===== src/rtl/saq_drain_pkg.sv =====
// Shared AGU definitions: store-queue entry field offsets and the drain FSM encoding.
package saq_drain_pkg;

  typedef enum logic [1:0] {
    ST_IDLE = 2'd0,
    ST_REQ  = 2'd1,
    ST_POP  = 2'd2
  } state_e;

  // Entry layout, LSB first: tag, D, V, addr, val, A.
  function automatic int pos_d(input int wt);
    return wt;
  endfunction

  function automatic int pos_v(input int wt);
    return wt + 1;
  endfunction

  function automatic int pos_addr(input int wt);
    return wt + 2;
  endfunction

  function automatic int pos_val(input int wa, input int wt);
    return wt + 2 + wa;
  endfunction

  function automatic int pos_a(input int wa, input int wt);
    return wt + 3 + wa;
  endfunction

endpackage


===== src/rtl/saq_drain_commit_cnt.sv =====
// Saturating up/down count of ROB-committed stores not yet drained.
module commit_cnt #(
  parameter int WIDTH = 4,
  parameter int SIZE  = 2**WIDTH
) (
  input  logic i_clk,
  input  logic i_rst_n,
  input  logic i_inc,
  input  logic i_dec,
  output logic o_nz
);

  localparam logic [WIDTH:0] MAX = (WIDTH+1)'(SIZE);

  logic [WIDTH:0] cnt_q, cnt_d;

  // A simultaneous inc and dec nets to zero; an inc at MAX is dropped.
  always_comb begin
    cnt_d = cnt_q;
    if (i_inc && !i_dec && cnt_q != MAX) begin
      cnt_d = cnt_q + 1'b1;
    end else if (i_dec && !i_inc && cnt_q != '0) begin
      cnt_d = cnt_q - 1'b1;
    end
  end

  always_ff @(posedge i_clk or negedge i_rst_n) begin
    if (!i_rst_n) begin
      cnt_q <= '0;
    end else begin
      cnt_q <= cnt_d;
    end
  end

  assign o_nz = (cnt_q != '0);

endmodule


===== src/rtl/saq_drain.sv =====
// Store-queue drain: waits for ROB commit of the head store, issues one memory write, then pops.
module saq_drain
  import saq_drain_pkg::*;
#(
  parameter int WIDTH_TAG  = 5,
  parameter int WIDTH_ADDR = 32,
  parameter int WIDTH      = 4,
  parameter int SIZE       = 2**WIDTH,
  parameter int WIDTH_DATA = 4 + WIDTH_ADDR + WIDTH_TAG,
  parameter int WIDTH_WORD = 32
) (
  input  logic                  i_clk,
  input  logic                  i_rst_n,
  input  logic [WIDTH_DATA-1:0] i_entry,
  input  logic                  i_empty,
  input  logic [WIDTH_WORD-1:0] i_data,
  input  logic [3:0]            i_strb,
  input  logic                  i_commit,
  output logic                  o_re,
  output logic                  o_mreq,
  output logic [WIDTH_ADDR-1:0] o_maddr,
  output logic [WIDTH_WORD-1:0] o_mdata,
  output logic [3:0]            o_mstrb,
  input  logic                  i_mack,
  output logic                  o_done,
  output logic [WIDTH_TAG-1:0]  o_done_tag
);

  localparam int P_D    = pos_d(WIDTH_TAG);
  localparam int P_V    = pos_v(WIDTH_TAG);
  localparam int P_ADDR = pos_addr(WIDTH_TAG);
  localparam int P_VAL  = pos_val(WIDTH_ADDR, WIDTH_TAG);
  localparam int P_A    = pos_a(WIDTH_ADDR, WIDTH_TAG);

  logic                  ent_a, ent_val, ent_v, ent_d;
  logic [WIDTH_ADDR-1:0] ent_addr;
  logic [WIDTH_TAG-1:0]  ent_tag;

  assign ent_a    = i_entry[P_A];
  assign ent_val  = i_entry[P_VAL];
  assign ent_addr = i_entry[P_ADDR +: WIDTH_ADDR];
  assign ent_v    = i_entry[P_V];
  assign ent_d    = i_entry[P_D];
  assign ent_tag  = i_entry[WIDTH_TAG-1:0];

  state_e state_q, state_d;
  logic   drop_q, drop_d;
  logic   eligible, launch, cnt_nz;

  logic [WIDTH_ADDR-1:0] maddr_q, maddr_d;
  logic [WIDTH_WORD-1:0] mdata_q, mdata_d;
  logic [3:0]            mstrb_q, mstrb_d;
  logic [WIDTH_TAG-1:0]  done_tag_q, done_tag_d;

  assign eligible = !i_empty && ent_a;

  always_ff @(posedge i_clk or negedge i_rst_n) begin
    if (!i_rst_n) begin
      state_q <= ST_IDLE;
      drop_q  <= 1'b0;
    end else begin
      state_q <= state_d;
      drop_q  <= drop_d;
    end
  end

  // Head is sampled only in IDLE; squashed entries skip straight to POP.
  always_comb begin
    state_d = state_q;
    drop_d  = drop_q;
    launch  = 1'b0;
    case (state_q)
      ST_IDLE: begin
        if (eligible) begin
          if (!ent_val) begin
            state_d = ST_POP;
            drop_d  = 1'b1;
          end else if (cnt_nz && ent_v && ent_d) begin
            state_d = ST_REQ;
            drop_d  = 1'b0;
            launch  = 1'b1;
          end
        end
      end
      ST_REQ:  if (i_mack) state_d = ST_POP;
      ST_POP:  state_d = ST_IDLE;
      default: state_d = ST_IDLE;
    endcase
  end

  always_comb begin
    o_re   = (state_q == ST_POP);
    o_mreq = (state_q == ST_REQ);
    o_done = (state_q == ST_POP) && !drop_q;
  end

  always_comb begin
    maddr_d    = maddr_q;
    mdata_d    = mdata_q;
    mstrb_d    = mstrb_q;
    done_tag_d = done_tag_q;
    if (launch) begin
      maddr_d    = ent_addr;
      mdata_d    = i_data;
      mstrb_d    = i_strb;
      done_tag_d = ent_tag;
    end
  end

  always_ff @(posedge i_clk or negedge i_rst_n) begin
    if (!i_rst_n) begin
      maddr_q    <= '0;
      mdata_q    <= '0;
      mstrb_q    <= '0;
      done_tag_q <= '0;
    end else begin
      maddr_q    <= maddr_d;
      mdata_q    <= mdata_d;
      mstrb_q    <= mstrb_d;
      done_tag_q <= done_tag_d;
    end
  end

  assign o_maddr    = maddr_q;
  assign o_mdata    = mdata_q;
  assign o_mstrb    = mstrb_q;
  assign o_done_tag = done_tag_q;

  commit_cnt #(
    .WIDTH (WIDTH),
    .SIZE  (SIZE)
  ) u_cnt (
    .i_clk   (i_clk),
    .i_rst_n (i_rst_n),
    .i_inc   (i_commit),
    .i_dec   (o_done),
    .o_nz    (cnt_nz)
  );

endmodule


===== config.mk =====
export PLATFORM = sky130hd
export DESIGN_NAME = saq_drain
export DESIGN_NICKNAME = d
export VERILOG_FILES = /design/src/rtl/saq_drain_pkg.sv /design/src/rtl/saq_drain_commit_cnt.sv /design/src/rtl/saq_drain.sv
export SDC_FILE = /design/constraint.sdc
export NUM_CORES = 1
export LEC_CHECK = 0
export BUFFER_PORTS_ARGS = -buffer_cell sky130_fd_sc_hd__buf_2
export CAP_MARGIN = 20
export CORE_MARGIN = 5
export CORE_UTILIZATION = 50
export CTS_CLUSTER_DIAMETER = 80
export DETAILED_ROUTE_END_ITERATION = 8
export GPL_TIMING_DRIVEN = 0
export PLACE_DENSITY = 0.84
export SYNTH_ARGS = -nofsm -noshare
export SYNTH_HDL_FRONTEND = slang
export SYNTH_SLANG_ARGS = --single-unit

===== constraint.sdc =====
create_clock -name i_clk -period 7.8 [get_ports i_clk]
set_input_delay 1.17 -clock i_clk [delete_from_list [all_inputs] [get_ports i_clk]]
set_output_delay 1.17 -clock i_clk [all_outputs]
set_load 0.01 [all_outputs]

# --- Word level (Yosys, flattened, before mapping) ---
# Index checks and enable logic that the tools add are counted.
word_totals:
  ff_bits: 81
  input_bits: 82
  word_cells: 46
op_classes:
  addsub: 2
  eq_ne: 7
  mux: 13
  reduce_logical: 17
op_table:
  columns: ["op", "n"]
  rows:
  - ["$mux 5", 2]
  - ["$logic_and 1x1->1", 8]
  - ["$mux 2", 4]
  - ["$mux 1", 6]
  - ["$reduce_and 3->1", 2]
  - ["$add 5x1->5 const B", 1]
  - ["$ne 5x5->1 const B", 1]
  - ["$reduce_bool 5->1", 1]
  - ["$sub 5x1->5 const B", 1]
  - ["$logic_not 1->1", 4]
  - ["$ne 2x1->1 const B", 2]
  - ["$pmux 2 s2", 1]
  - ["$ne 3x3->1 const B", 1]
  - ["$eq 2x1->1 const B", 1]
  - ["$eq 2x2->1 const B", 1]
  - ["$logic_not 2->1", 1]
  - ["$ne 2x2->1 const B", 1]
  - ["$reduce_bool 2->1", 1]

# --- Logic depth before layout (Yosys ltp) ---
# Gate-level depths: netlist of run 1.
logic_depth:
  word_depth: 7
  depth_mapped: 10
  ltp_nobuf: 9

# --- Cells and area by module ---
# Synthesis of run 1 repeated with hierarchy kept, for this count alone.
unflattened:
  hier_cells: 218
  hier_area_um2: 3584.7
by_module_without_submodules:
  columns: ["mod", "instances", "cells_each", "area_each_um2", "seq_area_each_um2"]
  rows:
  - ["saq_drain", 1, 169, 3116.7, 1901.8]
  - ["commit_cnt", 1, 49, 467.9, 125.1]

# --- Least setup slack after synthesis of run 1 ---
# OpenSTA, ideal clock, no wires.
synth_path:
  path_kind: "input to register"
  start: "input i_empty"
  end: "register done_tag_q[0], in the netlist o_done_tag[0]"
  setup_time_ns: 0.125
  arrival_ns: 2.621
  required_time_ns: 7.675
  path_slack_ns: 5.054
  path_stages: 5
  path_buffers: 2
  path_cell_list: "or4b_1 > or3_4 > buf_6 > buf_6 > mux2_4"
synth_via:
  elab_chain_len: 4
synth_rtl:
  columns: ["element", "line", "source"]
  rows:
  - ["start, declared", "saq_drain.sv:15", "input logic i_empty,"]
  - ["$logic_not 1->1", "saq_drain.sv:55", "assign eligible = !i_empty && ent_a;"]
  - ["$logic_and 1x1->1", "saq_drain.sv:55", null]
  - ["$mux 1", "saq_drain.sv:74", "if (eligible) begin"]
  - ["$mux 1", "saq_drain.sv:72", "case (state_q)"]
  - ["end signal, assigned", "saq_drain.sv:120", "done_tag_q <= done_tag_d;"]
  - ["end, declared", "saq_drain.sv:53", "logic [WIDTH_TAG-1:0] done_tag_q, done_tag_d;"]
# No other way between the ends.
# A chain may end at the register's enable or synchronous reset.

# --- Worst setup path in the final report of run 1 ---
layout_path:
  start: "input i_commit"
  end: "register u_cnt.cnt_q[3]"
layout_via:
  elab_chain_len: 4
  elab_cells_between_ends: 7
  cone_classes: "1 x mux; 6 x reduce/logical"
layout_rtl:
  columns: ["element", "line", "source"]
  rows:
  - ["start, declared", "saq_drain.sv:18", "input logic i_commit,"]
  - ["$logic_not 1->1", "saq_drain_commit_cnt.sv:22", "end else if (i_dec && !i_inc && cnt_q != '0) begin"]
  - ["$logic_and 1x1->1 (2 in a row)", "saq_drain_commit_cnt.sv:22", null]
  - ["$reduce_bool 2->1 (no source line)", null, null]
  - ["end signal, assigned", "saq_drain_commit_cnt.sv:31", "cnt_q <= cnt_d;"]
  - ["end, declared", "saq_drain_commit_cnt.sv:15", "logic [WIDTH:0] cnt_q, cnt_d;"]
# Parallel ways exist; a longest one is shown, timed or not.

==> results of run 1 <==
## state kept, by name, summed over array words and instances (netlist names)
name	cells
u_cnt.cnt_q	5
state_q	2
drop_q	1
o_mstrb	4
o_maddr	32
o_done_tag	5
o_mdata	32
## placed cells by master (no fill, tap or decap), types with 2 or more instances in the layout
cell type / Yosys / layout
buf_2: 2 / 158
dfrtp_1: 81 / 81
mux2_4: 48 / 48
mux2_2: 25 / 25
clkbuf_8: 0 / 10
inv_1: 6 / 6
nor2_1: 6 / 6
buf_6: 6 / 6
nand2_1: 5 / 5
a21oi_1: 3 / 3
ha_1: 3 / 3
clkinvlp_4: 0 / 3
nand2b_1: 2 / 2
nand3_1: 2 / 2
xnor2_1: 2 / 2
a221oi_1: 2 / 2
o21ai_0: 2 / 2
a21o_1: 2 / 2
inv_6: 0 / 2
## critical path, cell delays in order
cell,delay (ns)
buf_2,0.14
and2_1,0.23
nand2_1,0.16
ha_1,0.36
a21oi_1,0.18
a21boi_0,0.16
or3_1,0.38
a221oi_1,0.30
## how the worst max path moves through the flow
stage	depth (start not counted)	end	start	slack, ns
final	8	u_cnt.cnt_q[3]	i_commit	4.97
after global routing	9	u_cnt.cnt_q[3]	state_q[0]	4.75
after CTS	9	u_cnt.cnt_q[3]	state_q[0]	4.98
after detailed placement	8	u_cnt.cnt_q[3]	i_commit	4.64
after global placement	8	u_cnt.cnt_q[3]	i_commit	4.73
after floorplan	5	o_done_tag[0]	i_empty	5.05
## cell families (layout without fill, tap and decap cells)
family | count (synthesis) | in the layout
DFF | 81 | 81
muxes | 74 | 74
and+or+nand+nor | 25 | 25
buffers and inverters | 15 | 189
xor gates and xnor gates | 3 | 3
adders and majority gates | 4 | 4
AOI/OAI and AO/OA | 14 | 14
## metrics by stage
stage / hold WS, ns / util, % / total power, mW / area (um^2) / setup slack [ns]
after floorplan: 0.4569 / - / 0.8860 / 3476 / 5.054
after global placement: 0.4730 / 64.49 / 1.056 / 4382 / 4.726
after detailed placement: 0.4835 / 64.83 / 1.081 / 4404 / 4.639
after CTS: 0.5004 / 67.57 / 1.368 / 4591 / 4.979
after global routing: 0.5157 / 67.57 / 1.434 / 4591 / 4.747
final: 0.4962 / 67.57 / 1.355 / 4591 / 4.970
## metal layers
layer / share of wire, % / vias to the layer above
met3: 7.5 / 9
met4: 1.5 / 0
met2: 51 / 98
met1: 40 / 1162
met5: 0 / -
li1: - / 1104
## final cells by class
| type | instances | area (um^2) | share of cell area, % |
|---|---|---|---|
| Timing Repair Buffer | 158 | 808.3 | 17.61 |
| Tap cell | 96 | 120.1 | 2.617 |
| Sequential cell | 81 | 2027 | 44.15 |
| Multi-Input combinational cell | 120 | 1345 | 29.30 |
| Clock inverter | 6 | 48.80 | 1.063 |
| Buffer | 9 | 81.33 | 1.772 |
| Clock buffer | 10 | 137.6 | 2.998 |
| Inverter | 6 | 22.52 | 0.4906 |
## power breakdown
group          switching (mW)  internal (mW)
Sequential             0.0761          0.543
Combinational           0.196          0.256
Clock                   0.157          0.127
==> results by group, run 1 <==
Run status
  – Status: finished clean

Detailed routing
  – Drt drc: 0
  – Post-DR vias/cell: around 5
  – Final WL: 8004 um
  – Initial DRT Pass Iterations: 4
  – Via Count: approximately 2.4k
  – DRT iter0 DRCs: 41
  – Final ANT Viol Nets: 0
  – Routed len/inst: 16.47 um

Pwr
  – Peak VDD IR: ~140 uV
  – P_leak: 2.561 nW
  – PD cells: 295.1 mW/mm^2

Hold path
  – WHS Endpoint: drop_q
  – Hold Path Class: reg2reg
  – Worst hold path startpoint: drop_q
  – Hold Path Stages: 1

Die
  – Initial Util: 51.16%
  – Die Ht: between 90 and 100 um
  – Die area: 0.008719 mm^2
  – Chip width: just over 90 um
  – IO Pins: around 160
  – CORE AREA: slightly below 0.007 mm^2
  – # rows: 30

Layout
  – Fillers: just under 500
  – Diode count: 0
  – Post-route insts no fill: 486
  – Layout Area Growth over Synthesis: 32.07%
  – Final Net Count: 471
  – Ratio of cells with drive above 1 in the final layout: 66.15%

Logic synthesis
  – Synth Area in Compound Gates: around 2.8%
  – Synth Flop Type: dfrtp_1
  – Main area contributors after synthesis: dfrtp_1 58%, mux2_4 21%, mux2_2 8.1%
  – Async SR Flop Fraction: 100.0%
  – Commonest cells post-synth: 81 x dfrtp_1, 48 x mux2_4, 25 x mux2_2
  – Sequential area share after synthesis: about three fifths
  – Number of synthesized flops with an enable pin: 0
  – Post-Syn Area: ~0.0035 mm^2
  – Netlist cell types: 35
  – Post-synthesis mux area share: 29.48%
  – Post-Synth Simple-Gate Area: approximately 4.0%
  – Synthesized flop and latch total: 81
  – Synth area leader: dfrtp_1
  – Yosys warning total: 0
  – Main combinational cell family by area after synthesis: multiplexers
  – Cell with the most instances after synthesis: dfrtp_1
  – Syn nets: a little over 300
  – Post-synthesis xor/xnor area fraction: 0.7559%
  – Syn avg cell area: between 15 and 20 um^2
  – Post-Syn Instances: 216
  – Post-Synth Adder-Cell Area: between 1.5 and 2%
  – Yosys top cell area share: 58.32%

GRT
  – Met2 Usage GRT: 30.79%
  – GRT Max-Usage Layer: met2
  – Met3 Usage GRT: 3.620%
  – GRT Total Usage: between 10% and 20%
  – Initial antenna violation count: 0
  – Largest net degree at the start of global routing: 42
  – GRT overflow: 0
  – GR Util met1: 23.99%
  – Vias in the first global route: about 2.5k
  – First-pass GRT wire length: approximately 13000 um

Timing
  – Unrepaired setup endpoints after global routing: false
  – Setup TNS: 0 ns
  – Setup-failing EPs final: 0
  – Worst Tran Pin Value: 0.5305 ns
  – Tmin final: 2.830 ns
  – Slew margin rel.: 64.64%
  – Fin crit share: 36.28%
  – Skew final: 0.01735 ns
  – Hold violation count in the final report: 0
  – Slew Limit Fails: 0
  – Max Clk Rate: 353.4 MHz

Clock tree
  – CTS tree: yes
  – TritonCTS Buffers: 9
  – # hold bufs at CTS: 0
  – Root buf cell: clkbuf_8
  – H-Tree Depth: 3
  – Clock Sinks: 81
  – # resized after CTS: 0
  – Clock Pin Slew Worst Setup and Hold Paths: roughly 0.080 ns
  – Max Root-Sink Buffers: 2
  – Setup bufs post-CTS: 0
  – Worst skew pair latency: 0.35 ns

Placed design
  – Port bufs: 157
  – Post-Place Cells: 470
  – GPL Wtd Cong: 0.7988
  – Final HPWL DP: 6187 um

Worst setup path
  – Worst R2R Path Depth: 9
  – Worst r2r src: state_q[0]
  – WP data required: about 8.0 ns
  – Worst-path fanout max: 6
  – Nature of the critical path endpoint: flop
  – CP arrival: 3.07 ns
  – Crit Path Class: in2reg
  – FF-to-FF End: u_cnt.cnt_q[3]
  – Startpoint types: input pin
  – Reg2reg setup slack: 4.98 ns

Flow run
  – Max cap viols: 0
Power figures use the tool's default switching activity.
==> inputs of run 2 (changes only) <==
--- a/config.mk
+++ b/config.mk
@@ -8,11 +8,11 @@
 export BUFFER_PORTS_ARGS = -buffer_cell sky130_fd_sc_hd__buf_2
 export CAP_MARGIN = 20
 export CORE_MARGIN = 5
-export CORE_UTILIZATION = 50
+export CORE_UTILIZATION = 47
 export CTS_CLUSTER_DIAMETER = 80
 export DETAILED_ROUTE_END_ITERATION = 8
 export GPL_TIMING_DRIVEN = 0
-export PLACE_DENSITY = 0.84
+export PLACE_DENSITY = 0.8
 export SYNTH_ARGS = -nofsm -noshare
 export SYNTH_HDL_FRONTEND = slang
 export SYNTH_SLANG_ARGS = --single-unit
==> constraint.sdc (replaced) <==
create_clock -name i_clk -period 3 [get_ports i_clk]
set_input_delay 0.45 -clock i_clk [delete_from_list [all_inputs] [get_ports i_clk]]
set_output_delay 0.45 -clock i_clk [all_outputs]
set_load 0.01 [all_outputs]
==> run 2 against run 1 <==
Against the previous run: first-iteration DRC count grew 20%; clock power rose to 2.8 times the previous value; final area up 0.41%; critical path depth increased by 1; non-clock buffer count unchanged; utilization is 3.7 points lower; worst hold slack got worse by 0.44 ns; clock-buffer cell count fell by 1; sequential power grew to 2.6 times the previous value; setup slack worse by 4.7 ns; register-to-register slack worse by 4.7 ns; die area increased by 5.7%; critical path type is now reg2reg; critical endpoint unchanged; largest cell class unchanged.
==> results by group, run 2 (same netlist as run 1, synthesis figures left out) <==
Clock tree
  – Clock Sinks: 81 (unchanged)
  – H-Tree Depth: 3 (unchanged)
  – # hold bufs at CTS: 0 (unchanged)
  – # resized after CTS: 0 (unchanged)
  – Max Root-Sink Buffers: 2 (unchanged)
  – Root buf cell: clkbuf_8 (unchanged)
  – Setup bufs post-CTS: 0 (unchanged)
  – CTS tree: yes (unchanged)
  – Worst skew pair latency: 0.35 ns (about the same)
  – TritonCTS Buffers: 9 (unchanged)
  – Clock Pin Slew Worst Setup and Hold Paths: 0.09 ns (was 0.08 ns)

Pwr
  – Reg power frac: 44.8% (was 45.7%)
  – Switch share: 30.95% (was 31.67%)
  – P_leak: 2.564 nW (was 2.561 nW)
  – PD cells: 774.8 mW/mm^2 (was 295.1 mW/mm^2)
  – Sw power: 1.105 mW (was 0.4290 mW)
  – Clock share of power: 22.5% (was 21.0%)
  – Combinational power share: 32.7% (was 33.3%)
  – Internal Power: 2.466 mW (was 0.9256 mW)
  – Peak VDD IR: 309.5 uV (was 143.7 uV)

Placed design
  – Final HPWL DP: 6033 um (was 6187 um)
  – Cell Area, Placed: 0.004408 mm^2 (was 0.004404 mm^2)
  – Port bufs: 157 (unchanged)
  – Dpl ws: 0.2103 ns (was 4.639 ns)
  – GPL Wtd Cong: 0.7928 (was 0.7988)

Layout
  – Post-Layout Inst Area: 0.004609 mm^2 (was 0.004591 mm^2)
  – Reg area: 0.002027 mm^2 (unchanged)
  – Diode count: 0 (unchanged)
  – Area of the multi-input gates: 0.001345 mm^2 (unchanged)
  – Final design utilization: 63.89% (was 67.57%)
  – Fillers: 579 (was 491)
  – Commonest non-fill, non-tap cell in the layout: buf_2 (unchanged)
  – Ratio of cells with drive above 1 in the final layout: 66.15% (unchanged)
  – Layout Area Growth over Synthesis: 32.61% (was 32.07%)
  – Final Net Count: 471 (unchanged)
  – Most frequent cells in the layout: 158 x buf_2, 81 x dfrtp_1, 48 x mux2_4, 25 x mux2_2, 9 x clkbuf_8 (was 158 x buf_2, 81 x dfrtp_1, 48 x mux2_4, 25 x mux2_2, 10 x clkbuf_8)

Timing
  – Worst Tran Pin Value: 0.5325 ns (was 0.5305 ns)
  – Tmin final: 2.766 ns
  – Unrepaired setup endpoints after global routing: false (unchanged)
  – Fin crit share: 92.21%
  – Setup TNS: 0 ns (unchanged)
  – Hold violation count in the final report: 0 (unchanged)
  – Slew Limit Fails: 0 (unchanged)
  – Max Clk Rate: around 360 MHz
  – Slew margin rel.: 64.17% (was 64.64%)
  – Skew final: 0.01570 ns (was 0.01735 ns)
  – Hold_ws: 0.05748 ns (was 0.4962 ns)
  – Setup-failing EPs final: 0 (unchanged)
  – Final worst setup slack: 0.2336 ns (was 4.970 ns)

Worst setup path
  – Critical Path Source: state_q[0] (was i_commit)
  – CP max stage delay: 0.46 ns (was 0.38 ns)
  – CP Buf/Inv Count: 1 (unchanged)
  – Reg2reg setup slack: 0.23 ns (was 4.98 ns)
  – Startpoint types: flop (was input pin)
  – WP data required: 3.24 ns (was 8.04 ns)
  – Worst R2R Path Depth: 9 (unchanged)
  – Crit Path Class: reg2reg (was in2reg)
  – CP arrival: 3.01 ns (was 3.07 ns)
  – FF-to-FF End: u_cnt.cnt_q[3] (unchanged)
  – Worst-path cell chain: or3b_2, clkbuf_1, and2_1, nand2_1, ha_1, a21oi_1, a21boi_0, or3_1, a221oi_1 (was buf_2, and2_1, nand2_1, ha_1, a21oi_1, a21boi_0, or3_1, a221oi_1)
  – Nature of the critical path endpoint: flop (unchanged)
  – Crit path max-delay family: simple AND/OR/NAND/NOR gates (unchanged)
  – Worst-path fanout max: 5 (was 6)
  – Worst r2r src: state_q[0] (unchanged)
  – Worst path depth: 9 (was 8)
  – Slowest-stage cell, CP: or3b_2 (was or3_1)

Die
  – Initial Util: 48.18% (was 51.16%)
  – Die area: 0.009215 mm^2 (was 0.008719 mm^2)
  – CORE AREA: 0.007214 mm^2 (was 0.006794 mm^2)
  – Die Ht: 96.00 um (was 93.38 um)
  – IO Pins: 158 (unchanged)
  – # rows: 31 (was 30)
  – Chip width: 96.00 um (was 93.38 um)

Detailed routing
  – Final ANT Viol Nets: 0 (unchanged)
  – DRT iter0 DRCs: 49 (was 41)
  – Final WL: 7915 um (was 8004 um)
  – Initial DRT Pass Iterations: 4 (unchanged)
  – Drt drc: 0 (unchanged)
  – Post-DR vias/cell: 4.898 (was 4.883)
  – Via Count: 2395 (was 2373)
  – Routed len/inst: 16.19 um (was 16.47 um)

Hold path
  – Hold Path Class: in2async (was reg2reg)

Run status
  – Status: finished clean (unchanged)

Flow run
  – Max cap viols: 0 (unchanged)

GRT
  – Largest net degree at the start of global routing: 47 (was 42)
  – First-pass GRT wire length: 12050 um (was 12610 um)
  – GRT overflow: 0 (unchanged)
  – GRT Total Usage: 17.16% (was 18.66%)
  – Initial antenna violation count: 0 (unchanged)
  – Vias in the first global route: 2478 (was 2467)
## run 2: cell count changes in the layout (fill, tap and decap cells not counted), sizes merged
| cell | change |
|---|---|
| clkbuf | -1 |
| bufinv | +1 |
| clkinvlp | +1 |
| clkinv | -1 |
## run 2: per-stage QoR
step,instances,total power [mW]
after floorplan,216,2.304
after global placement,472,2.741
after detailed placement,473,2.796
after CTS,489,3.607
after global routing,489,3.790
final,489,3.571
## run 2: power by group through the flow
stage          logic, mW  clock network, mW  registers, mW
2_1_floorplan      0.559                  0           1.75
3_3_place_gp        1.15                  0           1.59
3_5_place_dp        1.18                  0           1.62
4_1_cts             1.18              0.822           1.60
5_1_grt             1.27              0.875           1.64
6_report            1.17              0.802           1.60
## run 2: worst max-delay path by stage
stage,to,slack (ns)
finish,u_cnt.cnt_q[3],0.23
global placement,u_cnt.cnt_q[3],0.31
global route,u_cnt.cnt_q[3],0.02
detailed placement,u_cnt.cnt_q[3],0.21
CTS,u_cnt.cnt_q[3],0.20
floorplan,u_cnt.cnt_q[3],0.48
## run 2: area by class of cell
class	count	share of cell area (%)
Buffer	9	1.764
Clock buffer	9	2.687
Clock inverter	7	1.683
Inverter	6	0.4886
Multi-Input combinational cell	120	29.18
Sequential cell	81	43.97
Tap cell	99	2.687
Timing Repair Buffer	158	17.54
## run 2: routing by layer
metal	track usage, %	share of wire [%]	vias to the layer above
met5	0	0	-
met4	6.280	1.3	0
met3	5.004	9.2	12
met2	29.50	50	101
met1	20.30	40	1182
li1	-	-	1100
==> inputs of run 3 (changes only) <==
--- a/config.mk
+++ b/config.mk
@@ -7,11 +7,10 @@
 export LEC_CHECK = 0
 export BUFFER_PORTS_ARGS = -buffer_cell sky130_fd_sc_hd__buf_2
 export CAP_MARGIN = 20
-export CORE_MARGIN = 5
+export CORE_MARGIN = 2
 export CORE_UTILIZATION = 47
 export CTS_CLUSTER_DIAMETER = 80
 export DETAILED_ROUTE_END_ITERATION = 8
-export GPL_TIMING_DRIVEN = 0
 export PLACE_DENSITY = 0.8
 export SYNTH_ARGS = -nofsm -noshare
 export SYNTH_HDL_FRONTEND = slang
==> run 3 against run 2 <==
Against the previous run: die area is 12% lower; clock-buffer cell count is 3 higher; combinational power hardly changed; critical path type unchanged; largest cell class unchanged.
==> results by group, run 3 (same netlist as run 1, synthesis figures left out) <==
Clock tree
  – TritonCTS Buffers: 9 (unchanged)
  – Max Root-Sink Buffers: 2 (unchanged)
  – Setup bufs post-CTS: 0 (unchanged)
  – Clock Pin Slew Worst Setup and Hold Paths: 0.08 ns (was 0.09 ns)
  – Clock Sinks: 81 (unchanged)
  – Worst skew pair latency: 0.34 ns (was 0.35 ns)
  – Root buf cell: clkbuf_8 (unchanged)
  – H-Tree Depth: 3 (unchanged)
  – CTS tree: yes (unchanged)
  – # hold bufs at CTS: 0 (unchanged)

Layout
  – Most frequent cells in the layout: 156 x buf_2, 81 x dfrtp_1, 48 x mux2_4, 25 x mux2_2, 11 x clkbuf_8 (was 158 x buf_2, 81 x dfrtp_1, 48 x mux2_4, 25 x mux2_2, 9 x clkbuf_8)
  – Fillers: 616 (was 579)
  – Final design utilization: 63.02% (was 63.89%)
  – Commonest non-fill, non-tap cell in the layout: buf_2 (unchanged)
  – Ratio of cells with drive above 1 in the final layout: 66.06% (was 66.15%)
  – Final Net Count: 464 (was 471)
  – Layout Area Growth over Synthesis: 30.81% (was 32.61%)
  – Post-Layout Inst Area: 0.004547 mm^2 (was 0.004609 mm^2)
  – Diode count: 0 (unchanged)

GRT
  – Largest net degree at the start of global routing: 82 (was 47)
  – Vias in the first global route: 2418 (was 2478)
  – GRT Total Usage: 18.76% (was 17.16%)
  – Initial antenna violation count: 0 (unchanged)
  – GRT overflow: 0 (unchanged)
  – First-pass GRT wire length: 12190 um (was 12050 um)

Timing
  – Hold violation count in the final report: 0 (unchanged)
  – Setup TNS: 0 ns (unchanged)
  – Worst Tran Pin Value: 0.5697 ns (was 0.5325 ns)
  – Slew margin rel.: 62.02% (was 64.17%)
  – Fin crit share: 89.99% (was 92.21%)
  – Setup-failing EPs final: 0 (unchanged)
  – Skew final: 0.01434 ns (was 0.01570 ns)
  – Max Clk Rate: 370.4 MHz (was 361.5 MHz)
  – Unrepaired setup endpoints after global routing: false (unchanged)
  – Tmin final: 2.700 ns (was 2.766 ns)
  – Slew Limit Fails: 0 (unchanged)

Hold path
  – Hold Path Class: in2async (unchanged)

Placed design
  – Cell Area, Placed: 0.004334 mm^2 (was 0.004408 mm^2)
  – Final HPWL DP: 5271 um (was 6033 um)
  – Port bufs: 157 (unchanged)
  – GPL Wtd Cong: 0.8685 (was 0.7928)

Pwr
  – Power, Total: 3.510 mW (was 3.571 mW)
  – Combinational power share: 33.6% (was 32.7%)
  – Clock share of power: 20.6% (was 22.5%)
  – Switch share: 30.88% (was 30.95%)
  – Reg power frac: 45.9% (was 44.8%)
  – Peak VDD IR: 384.7 uV (was 309.5 uV)
  – Internal Power: 2.426 mW (was 2.466 mW)
  – PD cells: 771.9 mW/mm^2 (was 774.8 mW/mm^2)
  – Sw power: 1.084 mW (was 1.105 mW)
  – P_leak: 2.546 nW (was 2.564 nW)

Detailed routing
  – Final WL: 7280 um (was 7915 um)
  – Routed len/inst: 15.10 um (was 16.19 um)
  – Drt drc: 0 (unchanged)
  – Post-DR vias/cell: 4.830 (was 4.898)
  – DRT iter0 DRCs: 51 (was 49)
  – Final ANT Viol Nets: 0 (unchanged)
  – Initial DRT Pass Iterations: 4 (unchanged)
  – Via Count: 2328 (was 2395)

Worst setup path
  – Crit path max-delay family: simple AND/OR/NAND/NOR gates (unchanged)
  – Crit Path Class: reg2reg (unchanged)
  – Worst-path cell chain: or3b_2, and2_1, nand2_1, ha_1, a21oi_2, a21boi_0, or3_1, a221oi_1 (was or3b_2, clkbuf_1, and2_1, nand2_1, ha_1, a21oi_1, a21boi_0, or3_1, a221oi_1)
  – Nature of the critical path endpoint: flop (unchanged)
  – CP Buf/Inv Count: 0 (was 1)
  – WP data required: 3.23 ns (was 3.24 ns)
  – Worst-path fanout max: 5 (unchanged)
  – Slowest-stage cell, CP: or3b_2 (unchanged)
  – CP max stage delay: 0.53 ns (was 0.46 ns)
  – CP arrival: 2.93 ns (was 3.01 ns)
  – Startpoint types: flop (unchanged)

Die
  – Die Ht: 90.00 um (was 96.00 um)
  – IO Pins: 158 (unchanged)
  – Die area: 0.008099 mm^2 (was 0.009215 mm^2)
  – Initial Util: 48.18% (unchanged)
  – # rows: 31 (unchanged)
  – CORE AREA: 0.007214 mm^2 (unchanged)
  – Chip width: 90.00 um (was 96.00 um)

Run status
  – Status: finished clean (unchanged)

Flow run
  – Max cap viols: 0 (unchanged)
==> run 3: cell types whose count changed in the layout (fill, tap and decap cells not counted), sizes merged <==
cell and delta:
clkinvlp -4, buf -6, bufinv -1, inv -2
clkinv +4, clkbuf +2
==> run 3: final cells by class <==
class                      instances  area [um^2]  share of cell area [%]
sequential                        81         2027                   44.58
multi-input combinational        120         1355                   29.80
timing repair buffer             160        835.8                   18.38
clock buffer                      12        155.1                   3.412
tap                               99        123.9                   2.724
clock inverter                     4        27.53                  0.6054
inverter                           6        22.52                  0.4953
==> run 3: worst paths after layout <==
check,from,end,slack [ns],cells past startpoint
worst max-delay path,state_q[0],u_cnt.cnt_q[3],0.30,8
max in group asynchronous,i_rst_n,o_mdata[24],2.35,2
worst min register to register,drop_q,drop_q,0.51,1
worst max register to register,state_q[0],u_cnt.cnt_q[3],0.30,8
worst min-delay path,i_rst_n,o_mdata[11],0.05,1
min in group i_clk,i_mack,state_q[0],0.31,2
==> run 3: power by group through the flow <==
stage / Clock [mW] / Sequential (mW) / Combinational [mW]
final: 0.723 / 1.61 / 1.18
after CTS: 0.749 / 1.61 / 1.18
after detailed placement: 0 / 1.62 / 1.17
after global placement: 0 / 1.60 / 1.14
after floorplan: 0 / 1.75 / 0.559
after global routing: 0.797 / 1.66 / 1.27
==> run 3: per-layer routing <==
| layer | share of wire (%) | vias up | wire, um | track usage (%) |
|---|---|---|---|---|
| met4 | 1.2 | 0 | 87 | 6.282 |
| met2 | 51 | 90 | 3698 | 31.25 |
| met3 | 6.5 | 8 | 472 | 4.778 |
| li1 | - | 1082 | - | - |
| met1 | 42 | 1148 | 3022 | 24.13 |
| met5 | 0 | - | 0 | 0 |
==> run 3: stage by stage <==
stage / setup slack (ns) / hold WS (ns) / cells
final: 0.3002 / 0.04835 / 482
after global routing: 0.05734 / 0.06857 / 482
after CTS: 0.2666 / 0.2964 / 481
after detailed placement: 0.2817 / 0.4860 / 465
after global placement: 0.4438 / 0.4675 / 465
after floorplan: 0.4814 / 0.1544 / 216
==> run 3: worst reg2reg max path: stages (launching register included) <==
cell      delay [ns]
dfrtp_1         0.41
or3b_2          0.53
and2_1          0.24
nand2_1         0.15
ha_1            0.31
a21oi_2         0.17
a21boi_0        0.14
or3_1           0.36
a221oi_1        0.29
==> run 3: repair_timing <==
| item | 4_1_cts | 5_1_grt |
|---|---|---|
| hold endpoints to repair | 0 | 0 |
| resized for setup | 0 | 2 |
| setup endpoints to repair | 0 | 1 |
